### config.mk
export PLATFORM = sky130hd
export DESIGN_NAME = uart_host_sequencer
export DESIGN_NICKNAME = d
export VERILOG_FILES = /design/src/rtl/uart_host_sequencer.sv
export SDC_FILE = /design/constraint.sdc
export NUM_CORES = 1
export LEC_CHECK = 0
export ABC_AREA = 0
export BUFFER_PORTS_ARGS = -buffer_cell sky130_fd_sc_hd__buf_2
export CAP_MARGIN = 5
export CORE_ASPECT_RATIO = 1.4
export CORE_MARGIN = 5
export CORE_UTILIZATION = 53
export CTS_CLUSTER_SIZE = 24
export DETAILED_ROUTE_END_ITERATION = 8
export PLACE_DENSITY = 0.95
export SLEW_MARGIN = 20
export SYNTH_ARGS = -nofsm -noshare
export SYNTH_HDL_FRONTEND = slang
export SYNTH_SLANG_ARGS = --single-unit
### constraint.sdc
create_clock -name CLK -period 7 [get_ports CLK]
set_clock_uncertainty 0.2 [all_clocks]
set_input_delay 1.05 -clock CLK [delete_from_list [all_inputs] [get_ports CLK]]
set_output_delay 1.05 -clock CLK [all_outputs]
set_load 0.005 [all_outputs]
### src/rtl/uart_host_sequencer.sv
// -----------------------------------------------------------------------------
// uart_host_sequencer
//
// Purpose:
//   Bus master that stands in for a CPU on the UART peripheral's register
//   interface. After cfg_start it programs the UART (disable, baud divisor,
//   enable, interrupt mask). It then arbitrates two byte requesters into the
//   UART transmit FIFO and kicks transmission on flush or when the FIFO fills.
//
// Optional feature (compile-time macro UART_SEQ_POLL_TIMEOUT_EN):
//   When defined, consecutive "FIFO full" status reads are counted. After
//   MAX_POLL of them, err sets (sticky until RST), the pending grant is
//   dropped without ack, and the FIFO is drained with a kick. When undefined,
//   POLL repeats forever and err is tied low.
//
// Ports:
//   CLK, RST           clock (rising edge), asynchronous active-high reset
//   cfg_start          pulse, starts configuration from IDLE only
//   cfg_done           high in READY and in every transmit-phase state
//   req_a/req_b        requester wants to send one byte (held until ack)
//   data_a/data_b      byte of that requester, stable while req is high
//   ack_a/ack_b        one-cycle pulse during the data-register write strobe
//   flush              level, request a kick when fifo_count is nonzero
//   bus_addr           0 status, 1 int mask, 2 data, 3 baud
//   bus_ncs/no/nw      active-low chip select, read enable, write enable
//   bus_dout, bus_oe   write data and its drive enable (writes only)
//   bus_din            DATA as seen by the sequencer (status reads)
//   fifo_count         bytes written since the last kick, 0..FIFO_DEPTH
//   busy               high while the FSM is in any bus-cycle state
//   err                sticky poll-timeout flag (0 without the macro)
//   dbg_state          current FSM state, for observation only
//
// Requester handshake: a requester raises req with its byte on data and
// holds both steady until it sees ack. ack is high for exactly the one clock
// in which the data-register write strobe (bus_nw low) is on the bus; the
// byte is accepted at the rising edge that ends that clock, and the
// requester may drop req or present a new byte from that edge on. Dropping
// req before it has been granted withdraws the request with no ack.
// -----------------------------------------------------------------------------
module uart_host_sequencer #(
  parameter logic [7:0] BAUD_DIV   = 8'd16,
  parameter logic [7:0] INT_MASK   = 8'h00,
  parameter int         FIFO_DEPTH = 16,
  parameter int         MAX_POLL   = 8
) (
  input  logic       CLK,
  input  logic       RST,
  input  logic       cfg_start,
  output logic       cfg_done,
  input  logic       req_a,
  input  logic       req_b,
  input  logic [7:0] data_a,
  input  logic [7:0] data_b,
  output logic       ack_a,
  output logic       ack_b,
  input  logic       flush,
  output logic [1:0] bus_addr,
  output logic       bus_ncs,
  output logic       bus_no,
  output logic       bus_nw,
  output logic [7:0] bus_dout,
  output logic       bus_oe,
  input  logic [7:0] bus_din,
  output logic [4:0] fifo_count,
  output logic       busy,
  output logic       err,
  output logic [3:0] dbg_state
);

  typedef enum logic [3:0] {
    S_IDLE    = 4'd0,
    S_W_DIS   = 4'd1,
    S_W_BAUD  = 4'd2,
    S_W_EN    = 4'd3,
    S_W_INT   = 4'd4,
    S_READY   = 4'd5,
    S_POLL    = 4'd6,
    S_W_DATA  = 4'd7,
    S_W_KICK  = 4'd8,
    S_W_REARM = 4'd9
  } state_t;

  // Phase within a bus cycle. Writes use SETUP, STROBE, GAP; reads use
  // SETUP and STROBE as their first and second clock.
  localparam logic [1:0] PH_SETUP  = 2'd0;
  localparam logic [1:0] PH_STROBE = 2'd1;
  localparam logic [1:0] PH_GAP    = 2'd2;

  localparam logic [4:0] FULL_COUNT = 5'(FIFO_DEPTH);

  state_t      r_state;
  state_t      w_state_nxt;
  logic [1:0]  r_ph;
  logic [1:0]  w_ph_nxt;

  logic        r_gnt_b;       // granted requester: 0 = A, 1 = B
  logic [7:0]  r_data;        // byte latched at POLL entry
  logic        r_ptr_b;       // preferred requester on a tie: 0 = A, 1 = B
  logic [4:0]  r_fifo_count;

  logic        w_kick_pend;
  logic        w_grant;
  logic        w_grant_b;
  logic        w_full_read;   // second clock of a read that saw FIFO full
  logic        w_byte_done;   // data-register strobe clock
  logic        w_kick_done;   // last clock of the rearm write
  logic        w_timeout;

  logic        w_is_write;
  logic [1:0]  w_wr_addr;
  logic [7:0]  w_wr_data;

  // ---------------------------------------------------------------------------
  // FSM state register
  // ---------------------------------------------------------------------------
  always_ff @(posedge CLK or posedge RST) begin
    if (RST) begin
      r_state <= S_IDLE;
      r_ph    <= PH_SETUP;
    end else begin
      r_state <= w_state_nxt;
      r_ph    <= w_ph_nxt;
    end
  end

  // ---------------------------------------------------------------------------
  // FSM next state
  // ---------------------------------------------------------------------------
  always_comb begin
    w_state_nxt = r_state;
    w_ph_nxt    = r_ph;
    w_grant     = 1'b0;
    w_grant_b   = 1'b0;
    w_full_read = 1'b0;
    w_kick_pend = (r_fifo_count == FULL_COUNT) ||
                  (flush && (r_fifo_count != 5'd0));

    case (r_state)
      S_IDLE: begin
        if (cfg_start) begin
          w_state_nxt = S_W_DIS;
          w_ph_nxt    = PH_SETUP;
        end
      end

      S_READY: begin
        // A pending kick always wins over a new grant.
        if (w_kick_pend) begin
          w_state_nxt = S_W_KICK;
          w_ph_nxt    = PH_SETUP;
        end else if (req_a || req_b) begin
          w_grant     = 1'b1;
          w_grant_b   = req_b && (!req_a || r_ptr_b);
          w_state_nxt = S_POLL;
          w_ph_nxt    = PH_SETUP;
        end
      end

      S_POLL: begin
        if (r_ph == PH_SETUP) begin
          w_ph_nxt = PH_STROBE;
        end else if (bus_din[2]) begin
          w_full_read = 1'b1;
          w_ph_nxt    = PH_SETUP;
          if (w_timeout) begin
            w_state_nxt = S_W_KICK;
          end
        end else begin
          w_state_nxt = S_W_DATA;
          w_ph_nxt    = PH_SETUP;
        end
      end

      default: begin
        // All write states: SETUP -> STROBE -> GAP -> successor.
        if (r_ph != PH_GAP) begin
          w_ph_nxt = r_ph + 2'd1;
        end else begin
          w_ph_nxt = PH_SETUP;
          case (r_state)
            S_W_DIS:   w_state_nxt = S_W_BAUD;
            S_W_BAUD:  w_state_nxt = S_W_EN;
            S_W_EN:    w_state_nxt = S_W_INT;
            S_W_KICK:  w_state_nxt = S_W_REARM;
            default:   w_state_nxt = S_READY;   // W_INT, W_DATA, W_REARM
          endcase
        end
      end
    endcase
  end

  assign w_byte_done = (r_state == S_W_DATA)  && (r_ph == PH_STROBE);
  assign w_kick_done = (r_state == S_W_REARM) && (r_ph == PH_GAP);

  // ---------------------------------------------------------------------------
  // Datapath: grant latch, round-robin pointer, byte counter
  // ---------------------------------------------------------------------------
  always_ff @(posedge CLK or posedge RST) begin
    if (RST) begin
      r_gnt_b      <= 1'b0;
      r_data       <= 8'h00;
      r_ptr_b      <= 1'b0;
      r_fifo_count <= 5'd0;
    end else begin
      if (w_grant) begin
        r_gnt_b <= w_grant_b;
        r_data  <= w_grant_b ? data_b : data_a;
      end
      if (w_byte_done) begin
        // The requester just served loses the next tie.
        r_ptr_b <= !r_gnt_b;
        if (r_fifo_count != FULL_COUNT) begin
          r_fifo_count <= r_fifo_count + 5'd1;
        end
      end else if (w_kick_done) begin
        r_fifo_count <= 5'd0;
      end
    end
  end

  // ---------------------------------------------------------------------------
  // Optional poll timeout
  // ---------------------------------------------------------------------------
`ifdef UART_SEQ_POLL_TIMEOUT_EN
  localparam int PCW = $clog2(MAX_POLL + 1);

  logic [PCW-1:0] r_poll_cnt;
  logic           r_err;

  always_ff @(posedge CLK or posedge RST) begin
    if (RST) begin
      r_poll_cnt <= '0;
      r_err      <= 1'b0;
    end else begin
      if (w_grant) begin
        r_poll_cnt <= '0;
      end else if (w_full_read) begin
        r_poll_cnt <= r_poll_cnt + PCW'(1);
      end
      if (w_full_read && w_timeout) begin
        r_err <= 1'b1;
      end
    end
  end

  // True while the read now completing is the MAX_POLL-th full one.
  assign w_timeout = (r_poll_cnt == PCW'(MAX_POLL - 1));
  assign err       = r_err;
`else
  logic w_unused_poll;
  assign w_timeout     = 1'b0;
  assign err           = 1'b0;
  assign w_unused_poll = w_full_read ^ (MAX_POLL != 0);
`endif

  // ---------------------------------------------------------------------------
  // Bus outputs, decoded from the registered state so that an asynchronous
  // reset releases every strobe immediately.
  // ---------------------------------------------------------------------------
  always_comb begin
    w_is_write = 1'b1;
    w_wr_addr  = 2'd0;
    w_wr_data  = 8'h00;
    case (r_state)
      S_W_DIS:   begin w_wr_addr = 2'd0; w_wr_data = 8'h00;    end
      S_W_BAUD:  begin w_wr_addr = 2'd3; w_wr_data = BAUD_DIV; end
      S_W_EN:    begin w_wr_addr = 2'd0; w_wr_data = 8'h01;    end
      S_W_INT:   begin w_wr_addr = 2'd1; w_wr_data = INT_MASK; end
      S_W_DATA:  begin w_wr_addr = 2'd2; w_wr_data = r_data;   end
      S_W_KICK:  begin w_wr_addr = 2'd0; w_wr_data = 8'h03;    end
      S_W_REARM: begin w_wr_addr = 2'd0; w_wr_data = 8'h01;    end
      default:   w_is_write = 1'b0;
    endcase
  end

  always_comb begin
    bus_ncs  = 1'b1;
    bus_no   = 1'b1;
    bus_nw   = 1'b1;
    bus_oe   = 1'b0;
    bus_addr = 2'd0;
    bus_dout = 8'h00;
    if (w_is_write && (r_ph != PH_GAP)) begin
      bus_ncs  = 1'b0;
      bus_oe   = 1'b1;
      bus_addr = w_wr_addr;
      bus_dout = w_wr_data;
      bus_nw   = (r_ph != PH_STROBE);
    end else if (r_state == S_POLL) begin
      bus_ncs  = 1'b0;
      bus_no   = 1'b0;
      bus_addr = 2'd0;
    end
  end

  // Only bit 2 (FIFO full) of the status register matters here.
  logic w_unused_din;
  assign w_unused_din = ^{bus_din[7:3], bus_din[1:0]};

  assign ack_a      = w_byte_done && !r_gnt_b;
  assign ack_b      = w_byte_done &&  r_gnt_b;
  assign fifo_count = r_fifo_count;
  assign busy       = (r_state != S_IDLE) && (r_state != S_READY);
  assign cfg_done   = (r_state == S_READY)  || (r_state == S_POLL)   ||
                      (r_state == S_W_DATA) || (r_state == S_W_KICK) ||
                      (r_state == S_W_REARM);
  assign dbg_state  = r_state;

endmodule

Yosys cells after proc, flatten, opt, wreduce, memory -nomap -nowiden

Cells that the tools add are included.

Register bits after elaboration: 21
Logic and storage cells: 91
Output and inout port bits: 28

Mux-type cells: 34
Add/subtract/negate cells: 2
Reductions and logical operators: 27
Eq/ne operators: 22

Operators by type and width:

| kind                  | number |
|---|---|
| $pmux W8 S4           | 1 |
| $mux W4               | 6 |
| $eq A4 B3 Y1 const B  | 4 |
| $mux W8               | 2 |
| $pmux W4 S4           | 1 |
| $mux W5               | 3 |
| $mux W1               | 13 |
| $pmux W2 S3           | 2 |
| $pmux W4 S3           | 1 |
| $mux W2               | 5 |
| $eq A4 B2 Y1 const B  | 2 |
| $eq A4 B4 Y1 const B  | 2 |
| $logic_and A1 B1 Y1   | 8 |
| $ne A2 B2 Y1 const B  | 4 |
| $logic_or A1 B1 Y1    | 7 |
| $reduce_or A7 Y1      | 1 |
| $add A5 B1 Y5 const B | 1 |
| $eq A5 B5 Y1 const B  | 1 |
| $ne A5 B5 Y1 const B  | 1 |
| $reduce_and A5 Y1     | 1 |
| $reduce_bool A5 Y1    | 1 |
| $eq A4 B1 Y1 const B  | 1 |
| $logic_not A4 Y1      | 1 |
| $ne A2 B1 Y1 const B  | 2 |
| 12 further kinds      | 14 |

Depth between registers and ports, before layout

Gate-level depths: netlist of the first run.

Depth after elaboration: 7
Depth in mapped cells: 9
Gate-level depth less buffers: 7

Worst setup path before layout of the first run

No wires, ideal clock.

Path type: register to output
From: reg r_state[1] (netlist: dbg_state[1])
To: out bus_dout[2]
Arrival: 1,624 ps
Path buffers: 2
Setup slack: 4,126 ps
Stages on the path, launching flop included: 8
Required time: 5,750 ps
Cells stage by stage: dfrtp_1 -> clkbuf_1 -> clkbuf_1 -> nand2_1 -> a21o_1 -> nand3_1 -> nor2_1 -> and2_1

Word-level cells in the longest chain between the ends: 5
Elaborated cells between the ends (all ways): 13
Classes of those cells: eq/ne (7); mux (3); reduce/logical (3)

Ends and longest elaborated chain:

| element                              | RTL line | RTL |
|---|---|---|
| start, declared                      | 91       | `state_t r_state;` |
| start signal, assigned               | 121      | `r_state <= w_state_nxt;` |
| $eq A4 B3 Y1 (tied with other cells) | 264      | `case (r_state)` |
| $reduce_or A7 Y1 (no line)           | -        |  |
| $mux W1                              | 264      |  |
| $logic_and A1 B1 Y1                  | 283      | `if (w_is_write && (r_ph != PH_GAP)) begin` |
| $mux W8 *                            | 283      |  |
| end, declared                        | 61       | `output logic [7:0] bus_dout,` |

Mark *: on every way between the ends. The rest lies on a longest branch, timed or not.

Worst setup path after layout of the first run

Same ends and word-level chain as after synthesis.

==> results of run 1 <==
-- per-layer routing --
layer | routed length (µm) | GRT usage | vias to the layer above
li1 | - | - | 697
met1 | 1370 | 0.194 | 648
met2 | 1850 | 0.326 | 37
met3 | 181 | 0.0316 | 5
met4 | 63 | 0.0865 | 0
met5 | 0 | 0 | -
-- registers in the layout, summed over array words and instances, names as in the netlist --
name,count
fifo_count,5
r_data,8
r_ptr_b,1
r_gnt_b,1
dbg_state,4
r_ph,2
-- per-stage QoR --
step | hold slack [ps] | setup slack (ps) | instance area (µm²) | util | cells
2_1_floorplan | 257 | 4130 | 1520 | - | 174
3_3_place_gp | 273 | 3840 | 1740 | 0.618 | 248
3_5_place_dp | 283 | 3750 | 1740 | 0.618 | 248
4_1_cts | 309 | 3460 | 1790 | 0.634 | 252
5_1_grt | 348 | 3250 | 1790 | 0.634 | 252
6_report | 300 | 3460 | 1790 | 0.634 | 252
-- cell type report --
type / instances / area [µm²]
Clock inverter: 1 / 5.00
Fill cell: 273 / 1030
Tap cell: 37 / 46.3
Timing Repair Buffer: 50 / 253
Inverter: 9 / 33.8
Sequential cell: 21 / 526
Multi-Input combinational cell: 131 / 885
Clock buffer: 3 / 41.3
-- report_power, final --
part	leakage, nW	switching, mW	internal, mW	total [mW]
logic	0.536	0.212	0.200	0.411
registers	0.250	0.0825	0.171	0.253
clock network	0.0255	0.0392	0.0396	0.0788
total	0.812	0.333	0.410	0.743
-- worst min-delay path by stage --
stage	start	cells past startpoint	endpoint	slack, ps
finish	r_ptr_b$_DFFE_PP0P_	2	r_ptr_b$_DFFE_PP0P_	300
global route	r_ptr_b$_DFFE_PP0P_	2	r_ptr_b$_DFFE_PP0P_	350
CTS	r_ptr_b$_DFFE_PP0P_	2	r_ptr_b$_DFFE_PP0P_	310
detailed placement	r_ptr_b$_DFFE_PP0P_	2	r_ptr_b$_DFFE_PP0P_	280
global placement	r_ptr_b$_DFFE_PP0P_	2	r_ptr_b$_DFFE_PP0P_	270
floorplan	r_ptr_b$_DFFE_PP0P_	2	r_ptr_b$_DFFE_PP0P_	260
-- logic make-up after synthesis --
group           after synthesis  synth area share
compound gates               35             0.184
xor+xnor                      4            0.0230
simple gates                 78             0.282
buf+inv                      22            0.0732
other cells                   1           0.00246
flops                        21             0.345
mux                          10            0.0666
fa+ha+maj                     3            0.0230
-- placed cells by master, fill, tap and decap left out, drive strengths merged, types with 2 or more instances in the layout --
cell type	n
o21a	2
nor4	2
nand4b	3
clkbuf	3
mux2i	9
nor2	24
dfrtp	21
and2	6
nand2b	7
or3	4
nor3	6
o2bb2ai	3
inv	9
buf	50
nand3b	2
a21oi	14
nand4	4
nand3	6
xor2	3
a21o	2
ha	2
nand2	6
o21ai	3
or2	2
-- worst reg2reg max path: stages (launching register included) --
cell	delay, ps
sky130_fd_sc_hd__dfrtp_1	430
sky130_fd_sc_hd__inv_1	80
sky130_fd_sc_hd__ha_1	180
sky130_fd_sc_hd__or3b_4	410
sky130_fd_sc_hd__a2111oi_4	380
sky130_fd_sc_hd__and3_1	530
sky130_fd_sc_hd__mux2i_1	310
sky130_fd_sc_hd__a21oi_2	80
==> out/results.md, run 1 <==
| Parameter | Value |
|:---|:---|
| Run status | completed |
| Maximum count of clock buffers along a single path | 2 |
| Final setup TNS | 0 ps |
| Yosys warning total | 0 |
| Net count of the finished layout | 248 |
| Crit path from | dbg_state[1]$_DFFE_PP0P_ |
| CP Max Fanout | 23 |
| Setup Crit Path Kind | reg2out |
| Area of the die | 4060 µm² |
| Post-DR wirelength/cell | 13.8 µm |
| Number of enable-type register cells in the synthesized netlist | 0 |
| Placement row count | 23 |
| Top Ports | 58 |
| IO Port Bufs | 49 |
| RR Startpoint | fifo_count[0]$_DFFE_PP0P_ |
| Number of antenna cells inserted | 0 |
| Via count of the first global-routing pass | 1323 |
| Total Routed Length | 3470 µm |
| Average vias per placed instance | 5.50 |
| Critical path capture point type | output pin |
| Share of cells above drive strength 1 | 0.326 |
| Ordered cell list for the critical path | nand3b_1 -> and2_1 -> nand3_1 -> nor2_1 -> and2_1 -> buf_2 |
| Worst setup slack for register-to-register paths | 4290 ps |
| Capture instance of the worst register-to-register path | r_data[1]$_DFFE_PP0P_ |
| Area share of the largest cell type after synthesis | 0.345 |
| Critical path's most frequent cell | sky130_fd_sc_hd__and2_1 |
| TritonCTS clock tree | yes |
| Pins over their slew limit | 0 |
| Count of routing violations after the opening detailed-route iteration | 27 |
| Global-route wire length before repair | 5730 µm |
| Clk sinks | 21 |
| Clock Latency Late Sink | 260 ps |
| CTS Root Cell | sky130_fd_sc_hd__clkbuf_8 |
| Master of the slowest instance on the critical path | sky130_fd_sc_hd__dfrtp_1 |
| H-tree depth | 1 |
| Pwr Total | 743 µW |
| Required time of the critical path | 5750 ps |
| Number of standard cells after synthesis | 174 |
| Delay of the slowest cell on the worst path | 740 ps |
| Worst path arrival time | 2290 ps |
| Postcts setup bufs | 0 |
| Shortest clock period the worst path allows after layout | 3540 ps |
| Max transition margin | 0.490 |
| Async set-reset flop share out of synthesis | 1.00 |
| Antenna violations before repair | 0 |
| Fraction of the yosys area taken by sequential cells | 0.345 |
| Width of the chip | 55.3 µm |
| Hold buffer count at cts | 0 |
| Maximum number of pins on one net before global-route repair | 24 |
| Core area | 2820 µm² |
| Kind of start point of the critical path | flip-flop |
| Initial standard-cell utilization of the core | 0.539 |
| R2r worst-path depth | 7 |
| Most common flop cell mapped by yosys | sky130_fd_sc_hd__dfrtp_1 |
| Growth of design area from synthesis to finish | 17.6% |
| Number of search-and-repair iterations in the first detailed-routing pass | 4 |
| Gr usage total | 0.176 |
| Number of failing hold endpoints at the final stage | 0 |
| Leakage component of the power | 0.812 nW |
| Remaining antenna violation count after routing | 0 |
| Number of max-capacitance violations reported | 0 |
| Avg Inst Size Synth | 8.74 µm² |
| Total nets after synthesis | 206 |
| Setup violators final | 0 |
| Post-synthesis register bit count | 21 |
| Clock slew seen by the registers of the worst setup and hold paths | 70 ps |
| Total vias in the final route | 1387 |
| Cell types occupying the most area after synthesis | sky130_fd_sc_hd__dfrtp_1 (35%), sky130_fd_sc_hd__mux2i_1 (5.9%), sky130_fd_sc_hd__nor2_1 (5.9%), sky130_fd_sc_hd__a21oi_2 (4.6%), sky130_fd_sc_hd__nand2b_1 (2.9%) |
| Most area-hungry cell type in the Yosys netlist | sky130_fd_sc_hd__dfrtp_1 |
| Dominant cell by count in the synthesized netlist | sky130_fd_sc_hd__nor2_1 |
| Number of remaining DRC errors | 0 |
| Power Density | 415 nW/µm² |
| Routability congestion estimate | 0.937 |
| Chip height | 73.4 µm |
| Cts bufs inserted | 3 |
| Synth top cells by count | sky130_fd_sc_hd__nor2_1 (24), sky130_fd_sc_hd__dfrtp_1 (21), sky130_fd_sc_hd__inv_1 (9), sky130_fd_sc_hd__mux2i_1 (9), sky130_fd_sc_hd__a21oi_2 (8) |
| VDD IR-drop max | 238 µV |
| Number of cells upsized or downsized after cts | 0 |
| Total global routing overflow | 0 |
| Sum of buffers and inverters on the critical path | 1 |
| Period utilisation layout | 0.506 |
| Post-Syn Area | 1520 µm² |
| Transition time at the pin with the least slew margin | 764 ps |
| Critical path capture point | bus_dout[2] |
| Cell family with the largest share of critical-path delay | simple AND/OR/NAND/NOR gates |
| Max frequency | 283 MHz |
| Critical path depth in cells | 6 |
| Worst min-delay path category | reg2reg |
| Unrepaired setup endpoints after global routing | no |
| Synth unique cells | 49 |
| Post-DP HPWL | 2710 µm |
Note: power is estimated with default switching activity, not from simulation.
==> run 2, diff against run 1 <==
--- a/config.mk
+++ b/config.mk
@@ -10,10 +10,10 @@
 export CAP_MARGIN = 5
 export CORE_ASPECT_RATIO = 1.4
 export CORE_MARGIN = 5
-export CORE_UTILIZATION = 53
+export CORE_UTILIZATION = 44
 export CTS_CLUSTER_SIZE = 24
 export DETAILED_ROUTE_END_ITERATION = 8
-export PLACE_DENSITY = 0.95
+export PLACE_DENSITY = 0.85
 export SLEW_MARGIN = 20
 export SYNTH_ARGS = -nofsm -noshare
 export SYNTH_HDL_FRONTEND = slang
==> constraint.sdc (replaced) <==
create_clock -name CLK -period 3.2 [get_ports CLK]
set_clock_uncertainty 0.2 [all_clocks]
set_input_delay 0.48 -clock CLK [delete_from_list [all_inputs] [get_ports CLK]]
set_output_delay 0.48 -clock CLK [all_outputs]
set_load 0.005 [all_outputs]
==> run 2 against run 1 <==
Setup slack lost 3000 ps. Global-route usage shrank 1.4 points. Routed wire length grew 3.9%. Highest routed layer unchanged. Largest cell class unchanged. Clock-buffer cell count is the same. Register-to-register slack lost 3800 ps. Critical path type unchanged. Combinational power grew 150%. Final cell count grew 2.8%. Clock power grew 120%.
==> out/results.md, run 2 (same netlist as run 1, synthesis figures left out) <==
| Parameter | Value | Change |
|:---|:---|:---|
| Clk sinks | 21 | unchanged |
| Setup Crit Path Kind | reg2out |  |
| Postcts setup bufs | 0 | unchanged |
| Hold buffer count at cts | 0 | unchanged |
| Final setup TNS | 0 ps | unchanged |
| Maximum count of clock buffers along a single path | 2 | unchanged |
| Power Density | 918 nW/µm² | +120% |
| TritonCTS clock tree | yes |  |
| Final instance area | 1820 µm² | +1.9% |
| Number of max-capacitance violations reported | 0 | unchanged |
| Average vias per placed instance | 5.43 | -1.4% |
| Max frequency | 362 MHz |  |
| R2r worst-path depth | 7 | unchanged |
| Post-DR wirelength/cell | 13.9 µm | +1.1% |
| Global-route wire length before repair | 6080 µm | +6.1% |
| Required time of the critical path | 2520 ps | -3230 ps |
| Number of antenna cells inserted | 0 | unchanged |
| Clock Latency Late Sink | 260 ps | about the same |
| Setup violators final | 0 | unchanged |
| Post-DP HPWL | 2790 µm | +2.9% |
| Gr usage total | 0.163 | -0.0139 |
| Total vias in the final route | 1406 | +1.4% |
| Routability congestion estimate | 0.852 | -9.1% |
| Cts bufs inserted | 3 | unchanged |
| IO Port Bufs | 49 | unchanged |
| Maximum number of pins on one net before global-route repair | 22 | -8.3% |
| CTS Root Cell | sky130_fd_sc_hd__clkbuf_8 |  |
| Worst path arrival time | 2080 ps | -210 ps |
| Area of the die | 4750 µm² | +17% |
| Most flops, register | r_data |  |
| Worst min-delay path category | in2async |  |
| Remaining antenna violation count after routing | 0 | unchanged |
| Unrepaired setup endpoints after global routing | no |  |
| Transition time at the pin with the least slew margin | 827 ps | +62.3 ps |
| Number of cells upsized or downsized after cts | 0 | unchanged |
| H-tree depth | 1 | unchanged |
| Number of search-and-repair iterations in the first detailed-routing pass | 4 | unchanged |
| Number of remaining DRC errors | 0 | unchanged |
| Highest-count cells in the layout ignoring fill and taps | sky130_fd_sc_hd__buf_2 (49), sky130_fd_sc_hd__nor2_1 (24), sky130_fd_sc_hd__dfrtp_1 (21) |  |
| Max transition margin | 0.448 | -0.0415 |
| Leakage component of the power | 0.831 nW | +2.4% |
| Run status | completed |  |
| Number of failing hold endpoints at the final stage | 0 | unchanged |
| Pins over their slew limit | 0 | unchanged |
| VDD IR-drop max | 543 µV | +130% |
| Critical path capture point type | output pin |  |
| Net count of the finished layout | 252 | +1.6% |
| Share of cells above drive strength 1 | 0.338 | +0.0123 |
| Cell area reported after detailed placement | 1780 µm² | +1.9% |
| CP Max Fanout | 12 | -48% |
| Top Ports | 58 | unchanged |
| Total global routing overflow | 0 | unchanged |
| Count of routing violations after the opening detailed-route iteration | 42 | +56% |
| Total Routed Length | 3600 µm | +3.9% |
| Width of the chip | 59.7 µm | +8.0% |
| Period utilisation layout | 0.863 |  |
| Growth of design area from synthesis to finish | 19.8% |  |
| Number of flip-flops under the largest register name | 8 | unchanged |
| Chip height | 79.6 µm | +8.4% |
| Most common library cell in the layout ignoring fill and taps | sky130_fd_sc_hd__buf_2 |  |
| Shortest clock period the worst path allows after layout | 2760 ps |  |
| Initial standard-cell utilization of the core | 0.455 | -0.0849 |
| Placement row count | 25 | +8.7% |
| Kind of start point of the critical path | flip-flop |  |
| Clock slew seen by the registers of the worst setup and hold paths | 80 ps | about the same |
| Core area | 3350 µm² | +19% |
| Final-layout fill cell count | 303 | +11% |
| Via count of the first global-routing pass | 1341 | +1.4% |
| Antenna violations before repair | 0 | unchanged |
[run 2: cell count changes in the layout (fill, tap and decap cells not counted), sizes merged]
cell / change
buf: +4
[run 2: through the flow]
step	hold slack [ps]	setup slack (ps)	std cells	total power, mW	utilization
2_1_floorplan	257	848	174	1.22	-
3_3_place_gp	285	550	255	1.47	0.531
3_5_place_dp	298	515	255	1.50	0.531
4_1_cts	196	442	259	1.69	0.545
5_1_grt	241	327	259	1.83	0.545
6_report	169	439	259	1.67	0.545
[run 2: where the power goes]
part	internal, mW	total (mW)	switching (mW)
logic	0.462	1.01	0.545
clock network	0.0868	0.176	0.0894
registers	0.375	0.491	0.116
total	0.923	1.67	0.750
[run 2: critical path: stages, from the launching register on]
cell and delay (ps):
sky130_fd_sc_hd__dfrtp_1 510, sky130_fd_sc_hd__or3_1 390, sky130_fd_sc_hd__a21o_1 190, sky130_fd_sc_hd__nand3_1 260
sky130_fd_sc_hd__nor2_1 150, sky130_fd_sc_hd__and2_1 190, sky130_fd_sc_hd__buf_2 120
[run 2: cell type report]
cell class / count / area [µm²] / share of cell area
Multi-Input combinational cell: 131 / 885 / 0.485
Clock buffer: 3 / 41.3 / 0.0226
Clock inverter: 1 / 5.00 / 0.00275
Sequential cell: 21 / 526 / 0.288
Tap cell: 40 / 50.0 / 0.0275
Timing Repair Buffer: 54 / 283 / 0.155
Inverter: 9 / 33.8 / 0.0185
[run 2: metal layers]
metal  up-vias  track usage  part of all wire
li1        703            -                 -
met1       639        0.195              0.39
met3         8       0.0275             0.081
met4         0       0.0532             0.017
met5         -            0                 0
met2        56        0.286              0.51
[run 2: final timing paths]
kind	start	end	slack, ps
max in group asynchronous	RST	dbg_state[2]$_DFFE_PP0P_	2120
hold / removal	RST	fifo_count[0]$_DFFE_PP0P_	170
setup / recovery	dbg_state[3]$_DFFE_PP0P_	bus_dout[3]	440
min in group CLK	r_data[3]$_DFFE_PP0P_	r_data[3]$_DFFE_PP0P_	310
setup reg to reg	fifo_count[0]$_DFFE_PP0P_	r_data[4]$_DFFE_PP0P_	520
hold reg to reg	r_data[3]$_DFFE_PP0P_	r_data[3]$_DFFE_PP0P_	310
==> run 3, diff against run 2 <==
--- a/config.mk
+++ b/config.mk
@@ -13,7 +13,7 @@
 export CORE_UTILIZATION = 44
 export CTS_CLUSTER_SIZE = 24
 export DETAILED_ROUTE_END_ITERATION = 8
-export PLACE_DENSITY = 0.85
+export PLACE_DENSITY = 0.76
 export SLEW_MARGIN = 20
 export SYNTH_ARGS = -nofsm -noshare
 export SYNTH_HDL_FRONTEND = slang
==> run 3 against run 2 <==
Combinational power fell by 6%. Die area unchanged. Setup slack lost 72 ps. Clock-buffer cell count grew 1. Register-to-register slack got worse by 30 ps. Core utilization decreased by 0.26 points. Largest power group unchanged.
==> out/results.md, run 3 (same netlist as run 1, synthesis figures left out) <==
| Parameter | Value | Change |
|:---|:---|:---|
| Required time of the critical path | 2520 ps | about the same |
| Hold buffer count at cts | 0 | unchanged |
| Delay of the slowest cell on the worst path | 610 ps | +100 ps |
| Number of antenna cells inserted | 0 | unchanged |
| Kind of start point of the critical path | flip-flop |  |
| Average vias per placed instance | 5.38 | -0.97% |
| Highest-count cells in the layout ignoring fill and taps | sky130_fd_sc_hd__buf_2 (49), sky130_fd_sc_hd__nor2_1 (24), sky130_fd_sc_hd__dfrtp_1 (21) |  |
| Post-DP HPWL | 2600 µm | -7.0% |
| H-tree depth | 1 | unchanged |
| Chip height | 79.6 µm | unchanged |
| Count of routing violations after the opening detailed-route iteration | 32 | -24% |
| Number of max-capacitance violations reported | 0 | unchanged |
| Leakage component of the power | 0.824 nW | -0.86% |
| Clock Latency Late Sink | 260 ps | about the same |
| TritonCTS clock tree | yes |  |
| Number of cells upsized or downsized after cts | 0 | unchanged |
| Number of failing hold endpoints at the final stage | 0 | unchanged |
| Maximum number of pins on one net before global-route repair | 22 | unchanged |
| Number of search-and-repair iterations in the first detailed-routing pass | 4 | unchanged |
| Shortest clock period the worst path allows after layout | 2830 ps | +72.1 ps |
| Ordered cell list for the critical path | or3_1 -> a21o_1 -> nand3_1 -> nor2_1 -> and2_1 -> buf_2 |  |
| Routability congestion estimate | 0.834 | -2.2% |
| Area of the die | 4750 µm² | unchanged |
| Final-layout fill cell count | 324 | +6.9% |
| Postcts setup bufs | 0 | unchanged |
| Number of remaining DRC errors | 0 | unchanged |
| Growth of design area from synthesis to finish | 19.2% |  |
| Cell family with the largest share of critical-path delay | simple AND/OR/NAND/NOR gates |  |
| RR Startpoint | fifo_count[0]$_DFFE_PP0P_ |  |
| Sum of buffers and inverters on the critical path | 1 | unchanged |
| Post-DR wirelength/cell | 13.3 µm | -4.7% |
| Period utilisation layout | 0.885 | +0.0225 |
| Setup violators final | 0 | unchanged |
| Share of cells above drive strength 1 | 0.330 | -0.00762 |
| Total Routed Length | 3420 µm | -5.0% |
| Antenna violations before repair | 0 | unchanged |
| Power Density | 909 nW/µm² | -0.98% |
| Clk sinks | 21 | unchanged |
| Net count of the finished layout | 251 | -0.40% |
| Total vias in the final route | 1387 | -1.4% |
| Clock slew seen by the registers of the worst setup and hold paths | 80 ps | about the same |
| CP Max Fanout | 21 | +9 |
| Worst path arrival time | 2150 ps | +70 ps |
| Pins over their slew limit | 0 | unchanged |
| Initial standard-cell utilization of the core | 0.455 | unchanged |
| Via count of the first global-routing pass | 1384 | +3.2% |
| Most flops, register | r_data |  |
| Global-route wire length before repair | 6010 µm | -1.1% |
| Max frequency | 353 MHz | -2.5% |
| Multi-input combinational cell area | 885 µm² | unchanged |
| Run status | completed |  |
| Smallest hold slack | 166 ps | -3.38 ps |
| VDD IR-drop max | 434 µV | -20% |
| IO Port Bufs | 49 | unchanged |
| Worst min-delay path category | in2async |  |
| Unrepaired setup endpoints after global routing | no |  |
| Width of the chip | 59.7 µm | unchanged |
| Number of flip-flops under the largest register name | 8 | unchanged |
| Core area | 3350 µm² | unchanged |
| Placement row count | 25 | unchanged |
| R2r worst-path depth | 7 | unchanged |
| Max transition margin | 0.453 | +0.00499 |
| Cts bufs inserted | 3 | unchanged |
| Final setup TNS | 0 ps | unchanged |
| Transition time at the pin with the least slew margin | 819 ps | -7.48 ps |
| Most common library cell in the layout ignoring fill and taps | sky130_fd_sc_hd__buf_2 |  |
| Maximum count of clock buffers along a single path | 2 | unchanged |
| Capture instance of the worst register-to-register path | r_data[7]$_DFFE_PP0P_ |  |
| Sequential cell area | 526 µm² | unchanged |
| Total global routing overflow | 0 | unchanged |
| Worst setup slack for register-to-register paths | 490 ps | -30 ps |
| Gr usage total | 0.159 | -0.00358 |
| Master of the slowest instance on the critical path | sky130_fd_sc_hd__dfrtp_1 |  |
| Remaining antenna violation count after routing | 0 | unchanged |
| CTS Root Cell | sky130_fd_sc_hd__clkbuf_8 |  |
| Critical path capture point type | output pin |  |
| Setup Crit Path Kind | reg2out |  |
| Top Ports | 58 | unchanged |
run 3: cell types whose count changed in the layout (fill, tap and decap cells not counted), sizes merged:
cell | before | now
buf | 54 | 53
clkbuf | 3 | 4
clkinv | 1 | 0
run 3: worst max-delay path by stage:
stage	depth (start not counted)	from	end
3_5_place_dp	7	fifo_count[0]$_DFFE_PP0P_	r_data[7]$_DFFE_PP0P_
6_report	6	dbg_state[2]$_DFFE_PP0P_	bus_dout[5]
5_1_grt	6	dbg_state[2]$_DFFE_PP0P_	bus_dout[7]
4_1_cts	6	dbg_state[2]$_DFFE_PP0P_	bus_dout[7]
3_3_place_gp	7	fifo_count[0]$_DFFE_PP0P_	r_data[4]$_DFFE_PP0P_
2_1_floorplan	7	fifo_count[0]$_DFFE_PP0P_	dbg_state[0]$_DFFE_PP0P_
run 3: per-layer routing:
layer | up-vias | track usage | wire, µm
li1 | 702 | - | -
met1 | 634 | 0.197 | 1450
met2 | 45 | 0.263 | 1650
met3 | 6 | 0.0259 | 257
met4 | 0 | 0.0710 | 57
met5 | - | 0 | 0
run 3: where the power goes:
group / internal (mW) / switching (mW)
clock network: 0.0887 / 0.0881
logic: 0.455 / 0.498
registers: 0.374 / 0.145
run 3: layout make-up:
cell class / count / share of cell area
Clock buffer: 4 / 0.0248
Inverter: 9 / 0.0186
Multi-Input combinational cell: 131 / 0.488
Sequential cell: 21 / 0.290
Tap cell: 40 / 0.0276
Timing Repair Buffer: 53 / 0.152
run 3: metrics by stage:
| stage | std cells | util | area [µm²] | worst slack [ps] | total power, mW |
|---|---|---|---|---|---|
| final | 258 | 0.542 | 1810 | 367 | 1.65 |
| after global routing | 258 | 0.542 | 1810 | 174 | 1.81 |
| after CTS | 258 | 0.542 | 1810 | 359 | 1.66 |
| after detailed placement | 254 | 0.529 | 1770 | 489 | 1.49 |
| after global placement | 254 | 0.529 | 1770 | 491 | 1.46 |
| after floorplan | 174 | - | 1520 | 848 | 1.22 |
